**src/rtl/aes_pkg.sv**
```systemverilog
// aes_pkg: shared AES-128 constants, word/block types and key-schedule helpers.
package aes_pkg;
    localparam logic [3:0] NUM_ROUNDS = 4'd10;
    typedef logic [31:0] word_t;
    typedef logic [127:0] block_t;
    typedef enum logic {IDLE, RUN} state_t;
    localparam logic [NUM_ROUNDS:1][7:0] RCON = {
        8'h36, 8'h1b, 8'h80, 8'h40, 8'h20, 8'h10, 8'h08, 8'h04, 8'h02, 8'h01
    };
    function automatic word_t rot_word(word_t w);
        return {w[23:0], w[31:24]};
    endfunction
endpackage

```
**src/rtl/aes_inv_keyexpansion_if.sv**
```systemverilog
// aes_inv_keyexpansion_if: round-key stream between the inverse key schedule and its consumer.
interface aes_inv_keyexpansion_if;
    import aes_pkg::*;
    logic start;
    block_t last_key;
    logic ready;
    block_t round_key;
    logic [3:0] round_idx;
    logic valid;
    logic busy;
    logic finish;
    modport master (
        output start, last_key, ready,
        input round_key, round_idx, valid, busy, finish
    );
    modport slave (
        input start, last_key, ready,
        output round_key, round_idx, valid, busy, finish
    );
endinterface

```
**src/rtl/sbox.sv**
```systemverilog
// sbox: forward AES S-box, GF(2^8) inverse (x^254) followed by the affine transform.
module sbox (
    input  logic [7:0] a_i,
    output logic [7:0] y_o
);
    function automatic logic [7:0] gmul(logic [7:0] a, logic [7:0] b);
        logic [7:0] p;
        p = 8'h00;
        for (int i = 0; i < 8; i++) begin
            p = b[i] ? p ^ a : p;
            a = {a[6:0], 1'b0} ^ (a[7] ? 8'h1b : 8'h00);
        end
        return p;
    endfunction
    function automatic logic [7:0] ginv(logic [7:0] x);
        logic [7:0] s;
        logic [7:0] r;
        s = x;
        r = 8'h01;
        for (int i = 1; i < 8; i++) begin
            s = gmul(s, s);
            r = gmul(r, s);
        end
        return r;
    endfunction
    logic [7:0] b;
    always_comb begin
        b = ginv(a_i);
        y_o = b ^ {b[6:0], b[7]} ^ {b[5:0], b[7:6]} ^ {b[4:0], b[7:5]} ^ {b[3:0], b[7:4]} ^ 8'h63;
    end
endmodule

```
**src/rtl/aes_inv_keyexpansion.sv**
```systemverilog
// aes_inv_keyexpansion: walks the AES-128 key schedule backwards from round 10,
// emitting one round key per accepted handshake.
module aes_inv_keyexpansion
    import aes_pkg::*;
(
    input logic clk,
    input logic rst,
    aes_inv_keyexpansion_if.slave bus
);
    state_t state_q, state_d;
    block_t key_q, key_d;
    logic [3:0] idx_q, idx_d;
    logic finish_q, finish_d;
    word_t p0, p1, p2, p3, rot, sub;
    assign p3 = key_q[31:0] ^ key_q[63:32];
    assign p2 = key_q[63:32] ^ key_q[95:64];
    assign p1 = key_q[95:64] ^ key_q[127:96];
    assign rot = rot_word(p3);
    for (genvar b = 0; b < 4; b++) begin : g_sb
        sbox u_sbox (.a_i(rot[8*b +: 8]), .y_o(sub[8*b +: 8]));
    end
    // Rcon index is only meaningful for idx_q in 1..10; p0 is unused at idx 0.
    assign p0 = key_q[127:96] ^ sub ^ {RCON[idx_q], 24'h0};
    always_ff @(posedge clk) begin
        if (!rst) begin
            state_q <= IDLE;
            key_q <= '0;
            idx_q <= '0;
            finish_q <= 1'b0;
        end else begin
            state_q <= state_d;
            key_q <= key_d;
            idx_q <= idx_d;
            finish_q <= finish_d;
        end
    end
    always_comb begin
        state_d = state_q;
        key_d = key_q;
        idx_d = idx_q;
        finish_d = 1'b0;
        if (state_q == IDLE) begin
            if (bus.start) begin
                key_d = bus.last_key;
                idx_d = NUM_ROUNDS;
                state_d = RUN;
            end
        end else if (bus.ready) begin
            if (idx_q != 4'd0) begin
                key_d = {p0, p1, p2, p3};
                idx_d = idx_q - 4'd1;
            end else begin
                state_d = IDLE;
                finish_d = 1'b1;
            end
        end
    end
    assign bus.round_key = key_q;
    assign bus.round_idx = idx_q;
    assign bus.valid = (state_q == RUN);
    assign bus.busy = (state_q == RUN);
    assign bus.finish = finish_q;
endmodule

```
**src/flat_wrapper.sv**
```systemverilog
// flat-port wrapper written by rule: the top's interface ports become plain ports
module aes_inv_keyexpansion_flat import aes_pkg::*;
  (clk, rst, bus_start, bus_last_key, bus_ready, bus_round_key, bus_round_idx, bus_valid, bus_busy, bus_finish);
  aes_inv_keyexpansion_if bus_i ();
  input logic clk;
  input logic rst;
  input wire logic [$bits(bus_i.start)-1:0] bus_start;
  input wire logic [$bits(bus_i.last_key)-1:0] bus_last_key;
  input wire logic [$bits(bus_i.ready)-1:0] bus_ready;
  output wire logic [$bits(bus_i.round_key)-1:0] bus_round_key;
  output wire logic [$bits(bus_i.round_idx)-1:0] bus_round_idx;
  output wire logic [$bits(bus_i.valid)-1:0] bus_valid;
  output wire logic [$bits(bus_i.busy)-1:0] bus_busy;
  output wire logic [$bits(bus_i.finish)-1:0] bus_finish;
  assign bus_i.start = bus_start;
  assign bus_i.last_key = bus_last_key;
  assign bus_i.ready = bus_ready;
  assign bus_round_key = bus_i.round_key;
  assign bus_round_idx = bus_i.round_idx;
  assign bus_valid = bus_i.valid;
  assign bus_busy = bus_i.busy;
  assign bus_finish = bus_i.finish;
  aes_inv_keyexpansion u_core (.clk(clk), .rst(rst), .bus(bus_i));
endmodule
```
**config.mk**
```make
export PLATFORM = sky130hd
export DESIGN_NAME = aes_inv_keyexpansion_flat
export DESIGN_NICKNAME = d
export VERILOG_FILES = /design/src/rtl/aes_pkg.sv /design/src/rtl/aes_inv_keyexpansion_if.sv /design/src/rtl/sbox.sv /design/src/rtl/aes_inv_keyexpansion.sv /design/src/flat_wrapper.sv
export SDC_FILE = /design/constraint.sdc
export NUM_CORES = 2
export LEC_CHECK = 0
export CAP_MARGIN = 20
export CORE_AREA = 2 2 377 379
export DETAILED_ROUTE_END_ITERATION = 12
export DIE_AREA = 0 0 379 381
export MAX_ROUTING_LAYER = met4
export PLACE_DENSITY = 0.59
export SLEW_MARGIN = 10
export SYNTH_ARGS = -nofsm -noshare
export SYNTH_HDL_FRONTEND = slang
export SYNTH_SLANG_ARGS = --single-unit
```
**constraint.sdc**
```tcl
create_clock -name clk -period 21.4 [get_ports clk]
set_clock_uncertainty 0.05 [all_clocks]
set_input_delay 6.42 -clock clk [delete_from_list [all_inputs] [get_ports clk]]
set_output_delay 6.42 -clock clk [all_outputs]
set_load 0.05 [all_outputs]
```
; Word level (Yosys, flattened, before mapping)
; Memory sizes are Yosys's and may differ from the RTL's. A register that Yosys moved wholly into a read port is not among the register bits.
; Cells that the tools add are included.
; W data, S select, Z words.
[totals]
out_inout_bits = 135
n_memories = 1
latchBits = 0
ramBits = 0
rom_bits = 128
register_bits = 134
inputBits = 132
[op_classes]
shift = 0
reduce_logical = 4
n_mul = 0
order_cmp = 1
add_sub_neg = 1
div = 0
bitwise = 781
n_mux = 828
eq_ne = 2
[memory_table]
columns = memory, words, word_bits, rd, rd_clocked_by_memory_dff, wr, line_no
row1 = (no name shown), 16, 8, 1, 1, 0, aes_inv_keyexpansion.sv:23  ; assign p0 = key_q[127:96] ^ sub ^ {RCON[idx_q], 24'h0};
[ops]
columns = op, count
row1 = $mux W8, 421
row2 = $xor A8 B8 Y8, 384
row3 = $xor A8 B5 Y8, 360
row4 = $mux W5, 368
row5 = $mux W128, 4
row6 = $xor A32 B32 Y32, 5
row7 = $mux W4, 10
row8 = $mux W7, 4
row9 = $not A1 Y1 const A, 28
row10 = $mux W6, 4
row11 = $not A4 Y4, 4
row12 = $mux W3, 4
row13 = $mux W1, 9
row14 = $mux W2, 4
row15 = $reduce_and A3 Y1, 2
row16 = $lt A4 B5 Y1 const B, 1
row17 = $ne A2 B2 Y1 const B, 2
row18 = $reduce_bool A4 Y1, 1
row19 = $sub A4 B1 Y4 const B, 1
row20 = $reduce_bool A2 Y1, 1

; Longest topological paths before layout
[depth]
ltp_word = 138
ltp_mapped = 67
depth_no_buf = 57

; Hierarchy
; A second synthesis with hierarchy kept.
[unflattened]
hier_cells = 9171
area_unflattened_um2 = 68585.8
[modules_own_cells]
columns = mod, area_per_inst_um2, cells_each, n_inst
row1 = sbox at u_core.g_sb[1].u_sbox ..., 15610.0, 2089, 3
row2 = sbox at u_core.g_sb[0].u_sbox, 14396.3, 1949, 1
row3 = aes_inv_keyexpansion, 7359.6, 955, 1

; Least setup slack after synthesis
; Ideal clock, no wire load.
[synth_timing]
kind = flip-flop to flip-flop
from = reg u_core.key_q[55] (netlist: u_core.bus.round_key[55])
to = reg u_core.key_q[120] (netlist: u_core.bus.round_key[120])
slack_ns = 5.702
setup_time_ns = 0.077
stages_incl_launch_ff = 60
t_arrival_ns = 15.571
cell_sequence = dfxtp_1 xnor2_2 inv_2 buf_2 ha_1 nand2_1 xnor2_1 inv_1 clkbuf_1 ha_1 xnor3_1 xnor2_1 nor2_1 xnor2_1 xnor2_1 buf_2 buf_2 xnor3_1 (+24 left out) or3_1 buf_2 mux2_2 o22ai_1 xnor2_1 o211ai_1 a21oi_1 nor3_1 xor2_1 buf_4 xnor3_1 or3_1 o21ai_0 xnor3_1 xor3_1 xnor2_1 xnor3_1 o22ai_1
[synth_via]
elab_chain_len = 135
word_cells_on_any_way = 392
classes_between = 202 x mux / 190 x bitwise
[synth_rtl]
columns = item, line_no
row1 = "start, declared", aes_inv_keyexpansion.sv:11  ; block_t key_q, key_d;
row2 = "start signal, assigned", aes_inv_keyexpansion.sv:32  ; key_q <= key_d;
row3 = $xor A32 B32 Y32 (*), aes_inv_keyexpansion.sv:15  ; assign p3 = key_q[31:0] ^ key_q[63:32];
row4 = $mux W5 or $mux W8 (tied branches), "sbox.sv:11, sbox.sv:10"
row5 = $xor A8 B5 Y8 or $xor A8 B8 Y8 (tied branches), "sbox.sv:11, sbox.sv:10"
row6 = $xor A8 B8 Y8 or $mux W8 (tied branches), sbox.sv:10  ; p = b[i] ? p ^ a : p;
row7 = $mux W8 or $xor A8 B8 Y8 (tied branches), sbox.sv:10
row8 = $xor A8 B8 Y8 or $mux W8 (tied branches), sbox.sv:10
row9 = $mux W8 or $xor A8 B8 Y8 (tied branches), sbox.sv:10
row10 = $xor A8 B8 Y8 or $mux W8 (tied branches), sbox.sv:10
row11 = (+116 left out), --
row12 = $mux W8 (*), sbox.sv:10
row13 = $xor A8 B8 Y8 (3 in series), sbox.sv:29  ; y_o = b ^ {b[6:0], b[7]} ^ {b[5:0], b[7:6]} ^ {b[4:0], b[7:5]} ^ {b[3:0], b[7:4]} ^ 8'h63;
row14 = $xor A8 B8 Y8 (*), sbox.sv:29
row15 = $not A4 Y4 (no source line) (*), --
row16 = $xor A32 B32 Y32 (*) (2 in series), aes_inv_keyexpansion.sv:23
row17 = $mux W128 (*), aes_inv_keyexpansion.sv:49  ; if (idx_q != 4'd0) begin
row18 = $mux W128 (*), aes_inv_keyexpansion.sv:48  ; end else if (bus.ready) begin
row19 = $mux W128 (*), aes_inv_keyexpansion.sv:42  ; if (state_q == IDLE) begin
; Every way passes the cells marked *; elsewhere a longest branch is shown, timed or not. The select of a mux whose other input is x is not followed.
; A chain may end at the register's enable or synchronous reset.

; Worst setup path after layout
[layout_timing]
from = reg u_core.key_q[63] (netlist: u_core.bus.round_key[63])
to = reg u_core.key_q[102] (netlist: u_core.bus.round_key[102])
[layout_via]
elab_chain_len = 135
word_cells_on_any_way = 392
classes_between = 202 x mux / 190 x bitwise
[layout_rtl]
columns = item, line_no
row1 = $xor A32 B32 Y32 (*), aes_inv_keyexpansion.sv:15
row2 = $mux W5, sbox.sv:11  ; a = {a[6:0], 1'b0} ^ (a[7] ? 8'h1b : 8'h00);
row3 = $xor A8 B5 Y8, sbox.sv:11
row4 = $xor A8 B8 Y8, sbox.sv:10
row5 = $mux W8, sbox.sv:10
row6 = $xor A8 B8 Y8, sbox.sv:10
row7 = $mux W8, sbox.sv:10
row8 = $xor A8 B8 Y8, sbox.sv:10
row9 = (+116 left out), --
row10 = $mux W8 (*), sbox.sv:10
row11 = $xor A8 B8 Y8 (3 in series), sbox.sv:29
row12 = $xor A8 B8 Y8 (*), sbox.sv:29
row13 = $not A4 Y4 (no source line) (*), --
row14 = $xor A32 B32 Y32 (*) (2 in series), aes_inv_keyexpansion.sv:23
row15 = $mux W128 (*), aes_inv_keyexpansion.sv:49
row16 = $mux W128 (*), aes_inv_keyexpansion.sv:48
row17 = $mux W128 (*), aes_inv_keyexpansion.sv:42
; Marks and branches as above.

==> flow_summary.yaml <==
worst_hold_path:
  whs_path_depth: 2
  min_path_type: "flip-flop to flip-flop"
  hold_path_end: "u_core.bus.round_key[4]$_SDFFE_PN0P_"
  holdCritStartpoint: "u_core.bus.round_key[4]$_SDFFE_PN0P_"
drt:
  drcViolationCount: 0
  vias: 61500
  drt-initial-drc-count: 5975
  routed_wl_mm: 220
  routed_via_density: 5.90
  antenna_left: 0
  avgRoutedWirePerCell_microns: 21.1
  drtPass1Iterations: 6
synth:
  synthCells: 8467
  synthArstFlopShare_pct: 0
  ys_seq_area_share_pct: 4.53
  ys_warn_count: 0
  syn-mean-instance-area_sq_um: 7.41
  synth_top_cell_by_area: "xnor2_1"
  synthDistinctLibCells: 115
  synth_nets: 8620
  synth.top_cell.area_share_pct: 22.9
  synthTopCellsByArea: "xnor2_1 23%, xnor3_1 13%, nor2_1 7.7%"
  synth_top_flop_cell: "dfxtp_1"
  synth_edf_count: 0
  netlist_area_sq_um: 62700
  ys_ff_latch: 142
sta:
  finalSetupViolCount: 0
  slew-limit-headroom_pct: 26.8
  period_needed_ns: 18.65
  holdWs_ns: 0.446
  final_max_slew_viol_count: 0
  rsz0062_at_grt: "no"
  fmax_mhz: 53.6
  hold_violations: 0
  max_slew.worst_pin.slew_ns: 1.09
  setup-tns-final_ns: 0
  timing.final.crit_share_pct: 87.2
clock_tree:
  cts_buffers: 17
  clock_sinks: 142
  hold_buffers: 0
  cts_setup_buffers: 0
  cts_tree: "built"
  h-tree-depth: 4
  path_clk_slew_ns: 0.09
  clockRootBuffer: "clkbuf_16"
  clock_path_buffers: 2
  ctsResizeCount: 0
  clk_latency_ns: 0.53
critical_path:
  critical_path_required_ns: 21.73
  crit_top_cell: "xnor2_1"
  r2r_slack_ns: 2.75
  end_kind: "flip-flop"
  r2r_end: "u_core.bus.round_key[102]$_SDFFE_PN0P_"
  crit-reg2reg-launch: "u_core.bus.round_key[63]$_SDFFE_PN0P_"
  start_kind: "flip-flop"
  r2r.worst_path.cells: 56
  arrival_ns: 18.98
  crit_slowest_cell: "xor2_1"
  slowest_delay_ns: 0.85
  worst-path-max-fanout: 27
  critPathKind: "flip-flop to flip-flop"
place:
  place_area_sq_um: 68300
  gp_congestion: 0.942
  io_buffers: 266
  place_hpwl_mm: 161
cells_and_area:
  drive_above_1_share_pct: 7.85
  area_growth_pct: 10.0
  layout.nets: 8658
  final_cell_area_sq_um: 69000
global_routing:
  track_usage_pct: 30.1
  grt_pass1_vias: 57200
  grt_max_degree: 112
  grt_overflow: 0
  antenna_found_initial: 9
  grt_first_pass_wirelength_mm: 340
floorplanning:
  die_w_microns: 379
  die_area_sq_um: 144000
  io_pins: 267
  die_h_microns: 381
  num_rows: 138
  initial_core_util_pct: 44.6
  core-area_sq_um: 141000
run:
  max_cap_viol_count: 0
status:
  outcome: "complete, no violations"
[cells by family after synthesis]
logic type / after synthesis / synth area share, %
AO/OA/AOI/OAI: 1798 / 18.6
XOR/XNOR: 2613 / 47.5
adder cells (fa/ha/maj): 25 / 0.483
buffers and inverters: 664 / 4.31
flip-flops: 142 / 4.53
multiplexers: 269 / 4.49
AND/OR/NAND/NOR: 2956 / 20.1
[registers in the layout (all words and copies together) (netlist names), named ones only]
signal                flops
u_core.bus.round_key    128
u_core.bus.round_idx      4
u_core.bus.busy           1
u_core.bus.finish         1
[layer usage]
layer  track usage, %  part of all wire [%]  up-vias
met5                -                     0        -
met3             2.96                   7.2      292
met4             8.41                   2.6        0
met2             46.4                    45     2431
li1                 -                     -    29300
met1             41.8                    45    29500
[worst max path at each step]
stage / slack (ns) / from / end / cells after the start
after floorplan: 5.70 / u_core.bus.round_key[55]$_SDFFE_PN0P_ / u_core.bus.round_key[120]$_SDFFE_PN0P_ / 59
after global placement: 2.92 / u_core.bus.round_key[39]$_SDFFE_PN0P_ / u_core.bus.round_key[110]$_SDFFE_PN0P_ / 52
after detailed placement: 2.84 / u_core.bus.round_key[39]$_SDFFE_PN0P_ / u_core.bus.round_key[110]$_SDFFE_PN0P_ / 53
after CTS: 2.77 / u_core.bus.round_key[39]$_SDFFE_PN0P_ / u_core.bus.round_key[110]$_SDFFE_PN0P_ / 53
after global routing: 1.49 / u_core.bus.round_key[47]$_SDFFE_PN0P_ / u_core.bus.round_key[116]$_SDFFE_PN0P_ / 58
final: 2.75 / u_core.bus.round_key[63]$_SDFFE_PN0P_ / u_core.bus.round_key[102]$_SDFFE_PN0P_ / 56
[cell usage in the layout, fill, tap and decap left out, types with 207 or more instances in the layout]
| master | synthesis | layout |
|---|---|---|
| nor2_1 | 1293 | 1289 |
| xnor3_1 | 367 | 367 |
| clkdlybuf4s50_1 | 0 | 266 |
| o21ai_0 | 405 | 405 |
| xor2_1 | 435 | 426 |
| nand2_1 | 919 | 918 |
| buf_4 | 16 | 303 |
| a21oi_1 | 474 | 473 |
| mux2i_1 | 207 | 207 |
| xnor2_1 | 1637 | 1585 |
| nor3_1 | 208 | 208 |
[through the flow]
stage	worst slack, ns	cells	util, %
after CTS	2.77	10400	49.0
final	2.75	10400	49.1
after global routing	1.49	10400	49.1
after global placement	2.92	10400	48.6
after detailed placement	2.84	10400	48.6
after floorplan	5.70	8467	-
[synthesized netlist by cell type (55+ instances only)]
master    number
mux2i_1      207
buf_2        109
nand3_1      150
o22ai_1      110
nor3_1       208
a211oi_1      72
nor2b_1       59
o21ai_0      405
dfxtp_1      142
xnor2_1     1637
nor2_1      1293
nand2b_1      55
a31oi_1       61
a22oi_1       95
nand2_1      919
xnor2_2       86
a21oi_1      474
clkbuf_1     388
xnor3_1      367
xor2_1       435
o211ai_1     107
inv_1         94
[cell type report]
type	count	area (sq um)
repair buffers	572	4980
diodes	7	17.5
multi-input cells	7661	57700
inverters	111	427
fillers	14000	71600
clock buffers	19	453
flip-flops and latches	142	2850
clock inverters	13	195
well taps	1890	2360
[worst max-delay path: cells and delay by family, from the launching register on]
family / cells / cell delay [ns]
DFF: 1 / 0.52
buffers and inverters: 7 / 1.74
muxes: 3 / 0.99
adders and majority gates: 3 / 1.36
xor gates and xnor gates: 26 / 11.07
and+or+nand+nor: 11 / 1.91
AOI/OAI and AO/OA: 6 / 0.79
Power is not shown: default switching activity piles up to over one toggle a cycle in this logic, so the estimate is an artifact.
